<file path="src/rtl/teras_io_pkg.sv">
// Shared definitions for the teras output path: word width, serializer
// states and the beats-per-word helper.
package teras_io_pkg;

  localparam int DATA_W = 32;

  typedef enum logic {
    IDLE  = 1'b0,
    SHIFT = 1'b1
  } ser_state_e;

  function automatic int beats(input int io_w);
    return DATA_W / io_w;
  endfunction

endpackage

</file>
<file path="src/rtl/teras_sync_fifo.sv">
// Single-clock FIFO with a first-word-fall-through head. Pointers carry one
// extra wrap bit so full and empty are distinguishable.
module teras_sync_fifo #(
  parameter int W     = 32,
  parameter int DEPTH = 4
) (
  input  logic         clk,
  input  logic         rst_n,
  input  logic         push,
  input  logic         pop,
  input  logic [W-1:0] din,
  output logic [W-1:0] dout,
  output logic         full,
  output logic         empty
);

  localparam int AW = $clog2(DEPTH);

  logic [AW:0]  wr_ptr;
  logic [AW:0]  rd_ptr;
  logic [W-1:0] mem [DEPTH];
  logic         do_push;
  logic         do_pop;

  assign do_push = push && !full;
  assign do_pop  = pop && !empty;

  assign empty = (wr_ptr == rd_ptr);
  assign full  = (wr_ptr[AW] != rd_ptr[AW]) && (wr_ptr[AW-1:0] == rd_ptr[AW-1:0]);
  assign dout  = mem[rd_ptr[AW-1:0]];

  always_ff @(posedge clk or negedge rst_n) begin
    if (!rst_n) begin
      wr_ptr <= '0;
      rd_ptr <= '0;
    end else begin
      if (do_push) wr_ptr <= wr_ptr + 1'b1;
      if (do_pop)  rd_ptr <= rd_ptr + 1'b1;
    end
  end

  // Storage needs no reset: empty/full gate every read of stale entries.
  always_ff @(posedge clk) begin
    if (do_push) mem[wr_ptr[AW-1:0]] <= din;
  end

endmodule

</file>
<file path="src/rtl/teras_out_serializer.sv">
// Buffers 32-bit result words and streams them LSB-first onto an IO_W-bit
// pad bus with rts/rtr handshake, start-of-word marker and pad enables.
// Handshake: a transfer happens on a clk edge where the sender's rts and the
// receiver's rtr are both high; the sender holds data stable until then.
module teras_out_serializer
  import teras_io_pkg::*;
#(
  parameter int IO_W  = 8,
  parameter int DEPTH = 4,
  parameter int CNT_W = 16
) (
  input  logic              clk,
  input  logic              rst_n,
  input  logic              rts_i,
  output logic              rtr_o,
  input  logic [DATA_W-1:0] data_i,
  input  logic              io_rtr_i,
  output logic              io_rts_o,
  output logic [IO_W-1:0]   io_data_o,
  output logic              io_sow_o,
  output logic [IO_W+1:0]   io_oeb_o,
  output logic [CNT_W-1:0]  words_sent_o
);

  localparam int BEATS = beats(IO_W);
  localparam int BW    = (BEATS > 1) ? $clog2(BEATS) : 1;

  ser_state_e        state;
  logic [DATA_W-1:0] shreg;
  logic [BW-1:0]     beat;
  logic [DATA_W-1:0] head;
  logic              full;
  logic              empty;
  logic              push;
  logic              pop;
  logic              take;
  logic              last_beat;

  assign rtr_o     = rst_n && !full;
  assign push      = rts_i && rtr_o;
  assign take      = (state == SHIFT) && io_rtr_i;
  assign last_beat = (beat == BW'(BEATS - 1));
  // Reload straight from the head on the last beat so words run without a bubble.
  assign pop       = !empty && ((state == IDLE) || (take && last_beat));

  teras_sync_fifo #(
    .W     (DATA_W),
    .DEPTH (DEPTH)
  ) u_fifo (
    .clk   (clk),
    .rst_n (rst_n),
    .push  (push),
    .pop   (pop),
    .din   (data_i),
    .dout  (head),
    .full  (full),
    .empty (empty)
  );

  always_ff @(posedge clk or negedge rst_n) begin
    if (!rst_n) begin
      state        <= IDLE;
      shreg        <= '0;
      beat         <= '0;
      words_sent_o <= '0;
      io_oeb_o     <= '1;
    end else begin
      io_oeb_o <= '0;
      case (state)
        IDLE: begin
          if (!empty) begin
            shreg <= head;
            beat  <= '0;
            state <= SHIFT;
          end
        end
        SHIFT: begin
          if (take) begin
            if (last_beat) begin
              words_sent_o <= words_sent_o + 1'b1;
              beat         <= '0;
              if (!empty) begin
                shreg <= head;
              end else begin
                shreg <= shreg >> IO_W;
                state <= IDLE;
              end
            end else begin
              shreg <= shreg >> IO_W;
              beat  <= beat + 1'b1;
            end
          end
        end
        default: state <= IDLE;
      endcase
    end
  end

  assign io_rts_o  = (state == SHIFT);
  assign io_data_o = shreg[IO_W-1:0];
  assign io_sow_o  = (state == SHIFT) && (beat == '0);

endmodule

</file>
<file path="config.mk">
export PLATFORM = sky130hd
export DESIGN_NAME = teras_out_serializer
export DESIGN_NICKNAME = d
export VERILOG_FILES = /design/src/rtl/teras_io_pkg.sv /design/src/rtl/teras_sync_fifo.sv /design/src/rtl/teras_out_serializer.sv
export SDC_FILE = /design/constraint.sdc
export NUM_CORES = 1
export LEC_CHECK = 0
export ABC_AREA = 1
export BUFFER_PORTS_ARGS = -buffer_cell sky130_fd_sc_hd__buf_2
export CAP_MARGIN = 5
export CELL_PAD_IN_SITES_DETAIL_PLACEMENT = 0
export CELL_PAD_IN_SITES_GLOBAL_PLACEMENT = 1
export CORE_ASPECT_RATIO = 0.8
export CORE_UTILIZATION = 43
export DETAILED_ROUTE_END_ITERATION = 8
export PLACE_DENSITY = 0.84
export SLEW_MARGIN = 15
export SYNTH_ARGS = -nofsm -noshare
export SYNTH_HDL_FRONTEND = slang
export SYNTH_HIERARCHICAL = 1
export SYNTH_SLANG_ARGS = --single-unit
</file>
<file path="constraint.sdc">
create_clock -name clk -period 3.28 [get_ports clk]
set_input_delay 0.164 -clock clk [delete_from_list [all_inputs] [get_ports clk]]
set_output_delay 0.164 -clock clk [all_outputs]
set_load 0.01 [all_outputs]
</file>
==> run_results.csv, run 1 <==
group,metric,value,unit
clock_tree,cts_root_buffer,"clkbuf_16",
sta,period_share,87.10,%
place,hpwl,9.635,mm
clock_tree,clk_latency,430,ps
critical_path,start_kind,"register",
place,post-place-ws,461.3,ps
logic_synthesis,synth_cell_type_count,36,
layout,regArea,5298,um2
critical_path,r2r-start,"u_fifo/rd_ptr[1]$_DFFE_PN0P_",
place,port_buffers,72,
logic_synthesis,async_flop_share,31.18,%
logic_synthesis,synth_seq_cells,186,
layout,mostFrequentLayoutCell,"edfxtp_1",
critical_path,cpMaxStageDelayCell,"nand2_1",
logic_synthesis,synth.area.mux_share,0,%
run_status,violations,"design-rule violations",
critical_path,endpoint,"shreg[17]$_DFFE_PN0P_",
clock_tree,cts_made_buffers,17,
clock_tree,clockBufferDepth,2,
critical_path,worst_setup_path_end_kind,"register",
floorplanning,ioPinCount,73,
global_route,grt_usage,18.48,%
critical_path,critPathMaxFanout,33,
layout,fillers,1496,
global_route,grt_max_degree,67,
sta,setup-violations-final,0,
place,gp_congestion,0.7837,
floorplanning,start_util,44.31,%
logic_synthesis,synth_fa_ha_area_share,1.453,%
logic_synthesis,synth_top_family_by_area,"simple AND/OR/NAND/NOR gates",
routing,antenna_left,0,
critical_path,crit_path_max_incr_delay,670,ps
critical_path,worstPathRequired,3630,ps
logic_synthesis,syn_area,7749,um2
layout,postLayoutCellArea,9145,um2
sta,tns,0,ps
flow_run,cap_violations,0,
min_path,worstHoldPathType,"in -> reg",
logic_synthesis,synth_xor_area_share,1.486,%
floorplanning,core,17490,um2
power_and_ir_drop,p_leak,3.594,nW
clock_tree,htree_levels,4,
floorplanning,die_w,152.1,um
critical_path,crit_top_cell,"nand2_1",
critical_path,r2r_slack,420,ps
clock_tree,cts.sinks,186,
global_route,grt_pass1_vias,5033,
routing,drt_iter0_drc,455,
logic_synthesis,synth_compound_area_share,10.03,%
sta,hold_viol,0,
critical_path,r2r_cells,11,
layout,antenna_cells,0,
power_and_ir_drop,p_per_area,823.6,nW/um2
sta,slew_headroom,30.35,%
critical_path,critical_path_class,"reg -> reg",
logic_synthesis,synthFlopType,"edfxtp_1",
logic_synthesis,seq_area_frac_synth,68.35,%
global_route,antenna_found_initial,0,
sta,final.min_clock_period,2857,ps
layout,multi_input_area,2036,um2
critical_path,startpoint,"u_fifo/rd_ptr[1]$_DFFE_PN0P_",
global_route,grt_overflow,0,
clock_tree,cts_tree,"yes",
logic_synthesis,synth_edf_count,128,
routing,wl_per_cell,15.78,um
routing,drt_wl_total,15.88,mm
critical_path,arrival,3210,ps
layout,mostFrequentLayoutCells,"edfxtp_1 (128), nor2_1 (112), nand2_1 (84)",
sta,maxSlewViolCount,0,
routing,via_per_inst,5.107,
clock_tree,post_cts_resized,0,
run_status,status,"finished with violations",
routing,via_count,5138,
layout,area_growth,18.02,%
logic_synthesis,syn_inst,681,
power_and_ir_drop,max-vdd-ir-drop,488.4,uV
layout,nNetsFinal,813,
sta,worstMarginPinSlew,1045,ps
clock_tree,clk_pin_slew_worst_paths,70,ps
logic_synthesis,syn_nets,726,
sta,clock_skew,15.32,ps
layout,drive_gt1_share,16.90,%
place,placed_area,8215,um2
clock_tree,cts_hold_buf,33,
floorplanning,die_h,122.1,um
routing,dr.pass1.iters,7,
floorplanning,die_area,18560,um2
global_route,grt_pass1_wl,25.80,mm
logic_synthesis,avgSynthCellArea,11.38,um2
sta,rsz0062_at_grt,"false",
floorplanning,rows,43,
logic_synthesis,ys.warnings.count,6,
critical_path,r2r_end,"shreg[17]$_DFFE_PN0P_",
critical_path,crit_path_cell_trace,"buf_4 > nand2_1 > nand2_1 > nand3_2 > inv_1 > inv_2 > nand2_2 > nand2_1 > o21ai_0 > a21oi_1 > nor2_1",
clock_tree,cts_setup_buffers,0,
routing,drc_errors,16,
logic_synthesis,synthSimpleGateAreaFrac,13.06,%
sta,fmax,350.0,MHz
sta,worst_slack,423.1,ps
[synthesized netlist by cell type, types with 2 or more instances]
cell / n / area share, %
a31oi_1: 16 / 1.3
a21oi_1: 9 / 0.58
inv_1: 35 / 1.7
clkbuf_1: 11 / 0.53
ha_1: 9 / 1.5
nand2_2: 4 / 0.32
buf_4: 19 / 1.8
nand2_1: 84 / 4.1
o21ai_0: 81 / 5.2
nand3_1: 28 / 1.8
xor2_1: 5 / 0.57
xnor2_1: 5 / 0.57
o22ai_1: 32 / 2.6
nor2_1: 115 / 5.6
nand4_1: 3 / 0.24
o21ai_1: 2 / 0.13
dfrtp_1: 57 / 18
edfxtp_1: 128 / 50
inv_2: 4 / 0.19
nor3_1: 2 / 0.13
buf_1: 3 / 0.15
buf_2: 15 / 0.97
[metrics by stage]
| stage | power (mW) | cells | hold WS [ps] | util, % |
|---|---|---|---|---|
| 3_5_place_dp | 5.479 | 941 | 381.5 | 46.98 |
| 4_1_cts | 7.583 | 1006 | 36.51 | 52.30 |
| 3_3_place_gp | 5.398 | 941 | 372.0 | 46.98 |
| 2_1_floorplan | 4.860 | 681 | -131.6 | - |
| 6_report | 7.532 | 1006 | 52.45 | 52.30 |
| 5_1_grt | 7.987 | 1006 | 74.58 | 52.30 |
[final cells by class]
class                   count  share of cell area, %
inverters                  40                  1.642
flip-flops and latches    186                  57.93
clock buffers              21                  4.816
multi-input cells         406                  22.26
repair buffers            117                  8.537
clock inverters            11                  1.738
well taps                 225                  3.078
[sequential cells by signal, indices dropped and copies added (netlist names)]
name           cells
u_fifo/rd_ptr      3
beat               2
shreg             32
io_rts_o           1
io_oeb_o           1
words_sent_o      16
u_fifo/mem       128
u_fifo/wr_ptr      3
[where the power goes]
group	total, mW	switching (mW)	internal [mW]	leakage [nW]
registers	3.24	0.248	2.99	1.86
logic	2.20	1.47	0.735	1.45
clock network	2.09	0.872	1.21	0.287
total	7.53	2.59	4.94	3.59
[critical path: cells and delay by family, from the launching register on]
kind	cells	cell delay (ps)
AOI/OAI and AO/OA	2	510
buffers and inverters	3	480
DFF	1	380
and+or+nand+nor	6	1420
[layer usage]
metal | track usage (%) | wire length [um] | part of all wire, %
met2 | 31.57 | 7667 | 48
met3 | 4.055 | 742 | 4.7
met1 | 23.55 | 7292 | 46
met5 | 0 | 0 | 0
met4 | 6.314 | 173 | 1.1
[kinds of logic after synthesis]
group,count (synthesis)
AOI/OAI and AO/OA,142
adders and majority gates,9
other,1
and+or+nand+nor,243
xor gates and xnor gates,11
buffers and inverters,89
DFF,186
[how the worst min path moves through the flow]
stage,cells past startpoint,to,startpoint,slack (ps)
floorplan,0,beat[0]$_DFFE_PN0P_,rst_n,-130
global placement,1,u_fifo/mem[2][15]$_DFFE_PP_,data_i[15],370
detailed placement,1,u_fifo/mem[3][17]$_DFFE_PP_,data_i[17],380
CTS,3,beat[1]$_DFFE_PN0P_,io_rtr_i,40
global route,3,beat[1]$_DFFE_PN0P_,io_rtr_i,70
finish,3,beat[1]$_DFFE_PN0P_,io_rtr_i,50
No activity file was read; power rests on OpenSTA's default activity.
==> run 2: changes to the inputs <==
Settings changed: CORE_MARGIN set to 4.
==> run 2 against run 1 <==
The run now ends clean. Clock power fell by 4%. Clock-buffer cell count fell by 4. Combinational power rose by 3%. Die area rose by 9.1%. Fmax rose by 1.0%. Hold slack improved by 3.6 ps. Total power fell by 0.14%. Critical path depth did not move. Sequential share of layout area barely moved.
==> run_results.csv, run 2 (synthesized netlist as in run 1, its figures left out) <==
group,metric,value,unit
layout,fillers,1485,
routing,drc_errors,0,
min_path,worstHoldPathType,"in -> reg",
layout,drive_gt1_share,17.50,%
floorplanning,die_w,158.1,um
layout,mostFrequentLayoutCells,"edfxtp_1 (128), nor2_1 (112), nand2_1 (84)",
critical_path,worst_setup_path_end_kind,"register",
sta,setup-violations-final,0,
clock_tree,cts_made_buffers,17,
routing,met2_wirelength,7.941,mm
sta,slew_headroom,28.72,%
sta,rsz0062_at_grt,"false",
clock_tree,cts_root_buffer,"clkbuf_16",
layout,nNetsFinal,815,
critical_path,start_kind,"register",
sta,worstMarginPinSlew,1069,ps
critical_path,r2r-start,"u_fifo/rd_ptr[1]$_DFFE_PN0P_",
global_route,grt_max_degree,66,
power_and_ir_drop,p_leak,3.599,nW
layout,layoutNonFillerInstCount,1008,
clock_tree,clk_pin_slew_worst_paths,70,ps
min_path,hp-start,"io_rtr_i",
floorplanning,die_h,128.1,um
routing,drt_iter0_drc,409,
routing,highest_layer,"met4",
floorplanning,start_util,44.31,%
global_route,grt_usage,17.35,%
routing,dr.pass1.iters,5,
flow_run,cap_violations,0,
sta,hold_viol,0,
power_and_ir_drop,power,7.522,mW
min_path,min_path_cells,3,
layout,mostFrequentLayoutCell,"edfxtp_1",
routing,wl_per_cell,16.77,um
layout,largest_reg_flops,128,
floorplanning,die_area,20250,um2
global_route,grt_overflow,0,
clock_tree,cts_setup_buffers,0,
sta,period_share,86.20,%
layout,area_growth,17.99,%
sta,maxSlewViolCount,0,
clock_tree,cts_tree,"yes",
floorplanning,core,17490,um2
min_path,whs_endpoint,"beat[1]$_DFFE_PN0P_",
clock_tree,clockBufferDepth,2,
sta,fmax,353.7,MHz
critical_path,r2r_cells,11,
critical_path,arrival,3190,ps
critical_path,critical_path_class,"reg -> reg",
power_and_ir_drop,max-vdd-ir-drop,460.0,uV
sta,final.min_clock_period,2827,ps
place,port_buffers,72,
global_route,antenna_found_initial,0,
critical_path,r2r_slack,450,ps
global_route,grt_pass1_wl,27.02,mm
floorplanning,rows,43,
clock_tree,cts.sinks,186,
routing,via_per_inst,5.255,
routing,via_count,5297,
clock_tree,cts_hold_buf,33,
sta,tns,0,ps
routing,wl_met3,922,um
power_and_ir_drop,p_per_area,822.7,nW/um2
clock_tree,clk_latency,440,ps
routing,antenna_left,0,
sta,clock_skew,7.682,ps
clock_tree,htree_levels,4,
critical_path,critPathMaxFanout,33,
routing,wl_met1,7.746,mm
clock_tree,post_cts_resized,0,
critical_path,r2r_end,"shreg[22]$_DFFE_PN0P_",
place,hpwl,10.48,mm
run_status,status,"completed",
floorplanning,ioPinCount,73,
routing,drt_wl_total,16.90,mm
layout,antenna_cells,0,
critical_path,worstPathRequired,3640,ps
place,dp.cells,943,
place,gp_congestion,0.8006,
global_route,grt_pass1_vias,5189,
run 2: final cells by class:
cell class	count	area [um2]	share of cell area, %
Sequential cell	186	5298	57.94
Multi-Input combinational cell	406	2036	22.27
Timing Repair Buffer	119	795.8	8.704
Clock buffer	17	425.4	4.653
Tap cell	225	281.5	3.079
Clock inverter	15	156.4	1.711
Inverter	40	150.1	1.642
run 2: worst max path at each step:
stage                                       from                     endpoint  slack [ps]  cells past startpoint
finish              u_fifo/rd_ptr[1]$_DFFE_PN0P_        shreg[22]$_DFFE_PN0P_         450                     11
floorplan           u_fifo/rd_ptr[0]$_DFFE_PN0P_   u_fifo/mem[0][0]$_DFFE_PP_          40                      7
global route        u_fifo/rd_ptr[1]$_DFFE_PN0P_        shreg[22]$_DFFE_PN0P_         100                     11
global placement    u_fifo/rd_ptr[1]$_DFFE_PN0P_  u_fifo/mem[0][14]$_DFFE_PP_         600                      9
CTS                 u_fifo/rd_ptr[1]$_DFFE_PN0P_        shreg[22]$_DFFE_PN0P_         470                     11
detailed placement  u_fifo/rd_ptr[1]$_DFFE_PN0P_        shreg[22]$_DFFE_PN0P_         480                     11
run 2: per-layer routing:
layer  global-route usage [%]  vias to the layer above
li1                         -                     2524
met1                    23.95                     2605
met2                    27.20                      145
met3                    3.746                       23
met4                    6.419                        0
met5                        0                        -
run 2: per-stage QoR:
step	utilization [%]	cell area [um2]	worst slack (ps)	hold WS [ps]
6_report	52.29	9143	452.7	56.02
5_1_grt	52.29	9143	104.3	57.33
4_1_cts	52.29	9143	465.3	32.44
3_5_place_dp	47.07	8230	483.8	372.1
3_3_place_gp	47.07	8230	600.4	365.9
2_1_floorplan	-	7749	39.09	-131.6
run 2: power by group:
part / internal (mW) / switching (mW)
combinational: 0.743 / 1.52
sequential: 2.99 / 0.253
clock: 1.08 / 0.935
run 2: worst max-delay path: stages, from the launching register on:
cell,delay (ps)
dfrtp_1,380
buf_4,230
nand2_1,80
nand2_1,150
nand3_2,150
inv_1,170
inv_2,60
nand2_2,240
nand2_1,670
o21ai_0,430
a21oi_1,70
nor2_1,130
==> run 3: changes to the inputs <==
Settings changed: ABC_AREA 1 to not set, CORE_UTILIZATION 43 to 45, PLACE_DENSITY 0.84 to 0.83.
==> run 3 against run 2 <==
Sequential share of layout area up 0.93 points. Die area decreased by 6.3%. Flip-flop and latch count unchanged. Area after synthesis shrank 2.4%. Clock power about the same. Non-clock buffer count is the same. Critical endpoint is now u_fifo/mem[3][0]$_DFFE_PP_.
==> run_results.csv, run 3 <==
group,metric,value,unit
logic_synthesis,synth_cell_type_count,41,
critical_path,r2r_cells,8,
global_route,grt_pass1_vias,4325,
layout,postLayoutCellArea,8999,um2
critical_path,r2r_slack,770,ps
power_and_ir_drop,p_leak,3.420,nW
clock_tree,cts_made_buffers,17,
critical_path,crit_path_max_incr_delay,460,ps
power_and_ir_drop,max-vdd-ir-drop,413.2,uV
flow_run,cap_violations,0,
critical_path,cpMaxStageDelayCell,"dfrtp_1",
logic_synthesis,syn_inst,444,
sta,hold_viol,0,
clock_tree,cts_setup_buffers,0,
layout,mostFrequentLayoutCells,"edfxtp_1 (128), buf_2 (72), dfrtp_1 (56)",
layout,fin_util,54.53,%
critical_path,endpoint,"u_fifo/mem[3][0]$_DFFE_PP_",
logic_synthesis,seq_area_frac_synth,70.00,%
logic_synthesis,synthFlopType,"edfxtp_1",
power_and_ir_drop,p_per_area,765.7,nW/um2
layout,antenna_cells,0,
floorplanning,core,16500,um2
routing,drc_errors,0,
critical_path,cp.depth,8,
global_route,antenna_found_initial,0,
sta,slew_headroom,48.77,%
critical_path,worst_setup_path_end_kind,"register",
clock_tree,clk_latency,430,ps
layout,area_growth,18.94,%
run_status,status,"completed",
global_route,grt_overflow,0,
critical_path,cp.buffers_inverters,2,
routing,drt_iter0_drc,225,
critical_path,arrival,2640,ps
logic_synthesis,synth_top_area_share,50.80,%
sta,rsz0062_at_grt,"false",
layout,regArea,5298,um2
global_route,grt_pass1_wl,23.45,mm
critical_path,worstPathRequired,3410,ps
routing,drt_wl_total,14.33,mm
floorplanning,rows,42,
logic_synthesis,synth_edf_count,128,
critical_path,start_kind,"register",
layout,multi_input_area,2009,um2
clock_tree,cts_hold_buf,33,
logic_synthesis,syn_area,7566,um2
sta,worstMarginPinSlew,768.5,ps
logic_synthesis,ys.warnings.count,6,
routing,via_count,3996,
layout,drive_gt1_share,28.52,%
sta,period_share,76.60,%
logic_synthesis,synth_seq_cells,186,
logic_synthesis,yosysTopAreaCell,"edfxtp_1",
logic_synthesis,synth.area.top_cells,"edfxtp_1 (51%), dfrtp_1 (19%), mux4_2 (9.5%)",
floorplanning,die_h,124.0,um
clock_tree,htree_levels,4,
critical_path,r2r-start,"u_fifo/wr_ptr[0]$_DFFE_PN0P_",
sta,fmax,398.0,MHz
sta,clock_skew,12.78,ps
place,placed_area,8094,um2
routing,via_per_inst,5.117,
global_route,grt_usage,16.36,%
sta,tns,0,ps
logic_synthesis,synthTopCellsByCount,"edfxtp_1 (128), dfrtp_1 (57), nand2_1 (43)",
routing,dr.pass1.iters,4,
floorplanning,die_area,18960,um2
routing,antenna_left,0,
layout,mostFrequentLayoutCell,"edfxtp_1",
critical_path,path_delay_family,"simple AND/OR/NAND/NOR gates",
layout,nNetsFinal,593,
sta,maxSlewViolCount,0,
place,hpwl,9.090,mm
logic_synthesis,syn_nets,489,
logic_synthesis,yosysMostFrequentCell,"edfxtp_1",
min_path,worstHoldPathType,"in -> reg",
floorplanning,die_w,153.0,um
routing,wl_per_cell,18.35,um
clock_tree,cts_root_buffer,"clkbuf_16",
floorplanning,ioPinCount,73,
critical_path,critPathMaxFanout,23,
critical_path,r2r_end,"u_fifo/mem[3][0]$_DFFE_PP_",
clock_tree,clockBufferDepth,2,
clock_tree,clk_pin_slew_worst_paths,70,ps
sta,final.min_clock_period,2513,ps
global_route,grt_max_degree,59,
layout,fillers,1328,
clock_tree,post_cts_resized,0,
place,gp_congestion,0.8004,
logic_synthesis,avgSynthCellArea,17.04,um2
critical_path,crit_path_cell_trace,"xnor2_1 > nand3_1 > inv_1 > nor2b_1 > and2_1 > nand2_1 > a31oi_4 > buf_12",
logic_synthesis,async_flop_share,31.18,%
clock_tree,cts.sinks,186,
clock_tree,cts_tree,"yes",
critical_path,startpoint,"u_fifo/wr_ptr[0]$_DFFE_PN0P_",
sta,setup-violations-final,0,
place,port_buffers,72,
critical_path,critical_path_class,"reg -> reg",
layout,largest_reg_flops,128,
floorplanning,start_util,45.85,%
run 3: cell count changes after synthesis, sizes merged, moves of 5 or more:
cell    before  now
nor2       117    3
o21ai       84   29
nand2       89   43
mux4         0   32
o22ai       32    0
inv         39    9
nand3       30    5
mux2i        0   24
a31oi       16    1
xnor2        6   16
buf         38   29
a22o         0    7
clkbuf      11    5
o31ai        0    5
run 3: logic make-up after synthesis:
group | synth area share, %
multiplexers | 12.85
adder cells (fa/ha/maj) | 1.488
XOR/XNOR | 2.877
buffers and inverters | 3.638
AO/OA/AOI/OAI | 4.134
AND/OR/NAND/NOR | 4.961
other | 0.04956
flip-flops | 70.00
run 3: final cells by class:
| class | instances | share of cell area, % |
|---|---|---|
| inverter | 9 | 0.3754 |
| tap | 220 | 3.059 |
| timing repair buffer | 119 | 8.982 |
| sequential | 186 | 58.87 |
| clock buffer | 19 | 4.811 |
| multi-input combinational | 215 | 22.33 |
| clock inverter | 13 | 1.571 |
run 3: worst min path at each step:
stage	cells past startpoint	startpoint	end
3_3_place_gp	1	data_i[24]	u_fifo/mem[3][24]$_DFFE_PP_
6_report	4	io_rtr_i	io_rts_o$_DFF_PN0_
4_1_cts	4	io_rtr_i	io_rts_o$_DFF_PN0_
2_1_floorplan	0	rst_n	beat[0]$_DFFE_PN0P_
5_1_grt	3	io_rtr_i	words_sent_o[2]$_DFFE_PN0P_
3_5_place_dp	1	data_i[17]	u_fifo/mem[0][17]$_DFFE_PP_
run 3: routing by layer:
metal	track usage [%]	vias to the layer above	wire length, um
met5	0	-	0
met4	6.177	0	246
met3	4.272	20	717
met2	26.71	103	6846
met1	21.48	2002	6518
li1	-	1871	-
run 3: power by group:
part | leakage [nW] | internal, mW | total [mW] | switching [mW]
registers | 1.93 | 2.90 | 3.11 | 0.212
logic | 1.21 | 0.803 | 1.77 | 0.964
clock network | 0.282 | 1.13 | 2.01 | 0.878
run 3: tightest hold or removal path: cells and delay by family:
family	cells	cell delay (ps)
buf+inv	1	160
simple gates	3	190
run 3: per-stage QoR:
step	cells	hold slack (ps)	setup slack, ps	total power, mW
after global routing	781	156.4	611.0	7.279
after global placement	716	374.4	851.3	4.864
final	781	125.6	767.4	6.890
after detailed placement	716	382.8	768.1	4.928
after floorplan	444	-131.6	398.8	4.451
after CTS	781	104.7	753.7	6.962
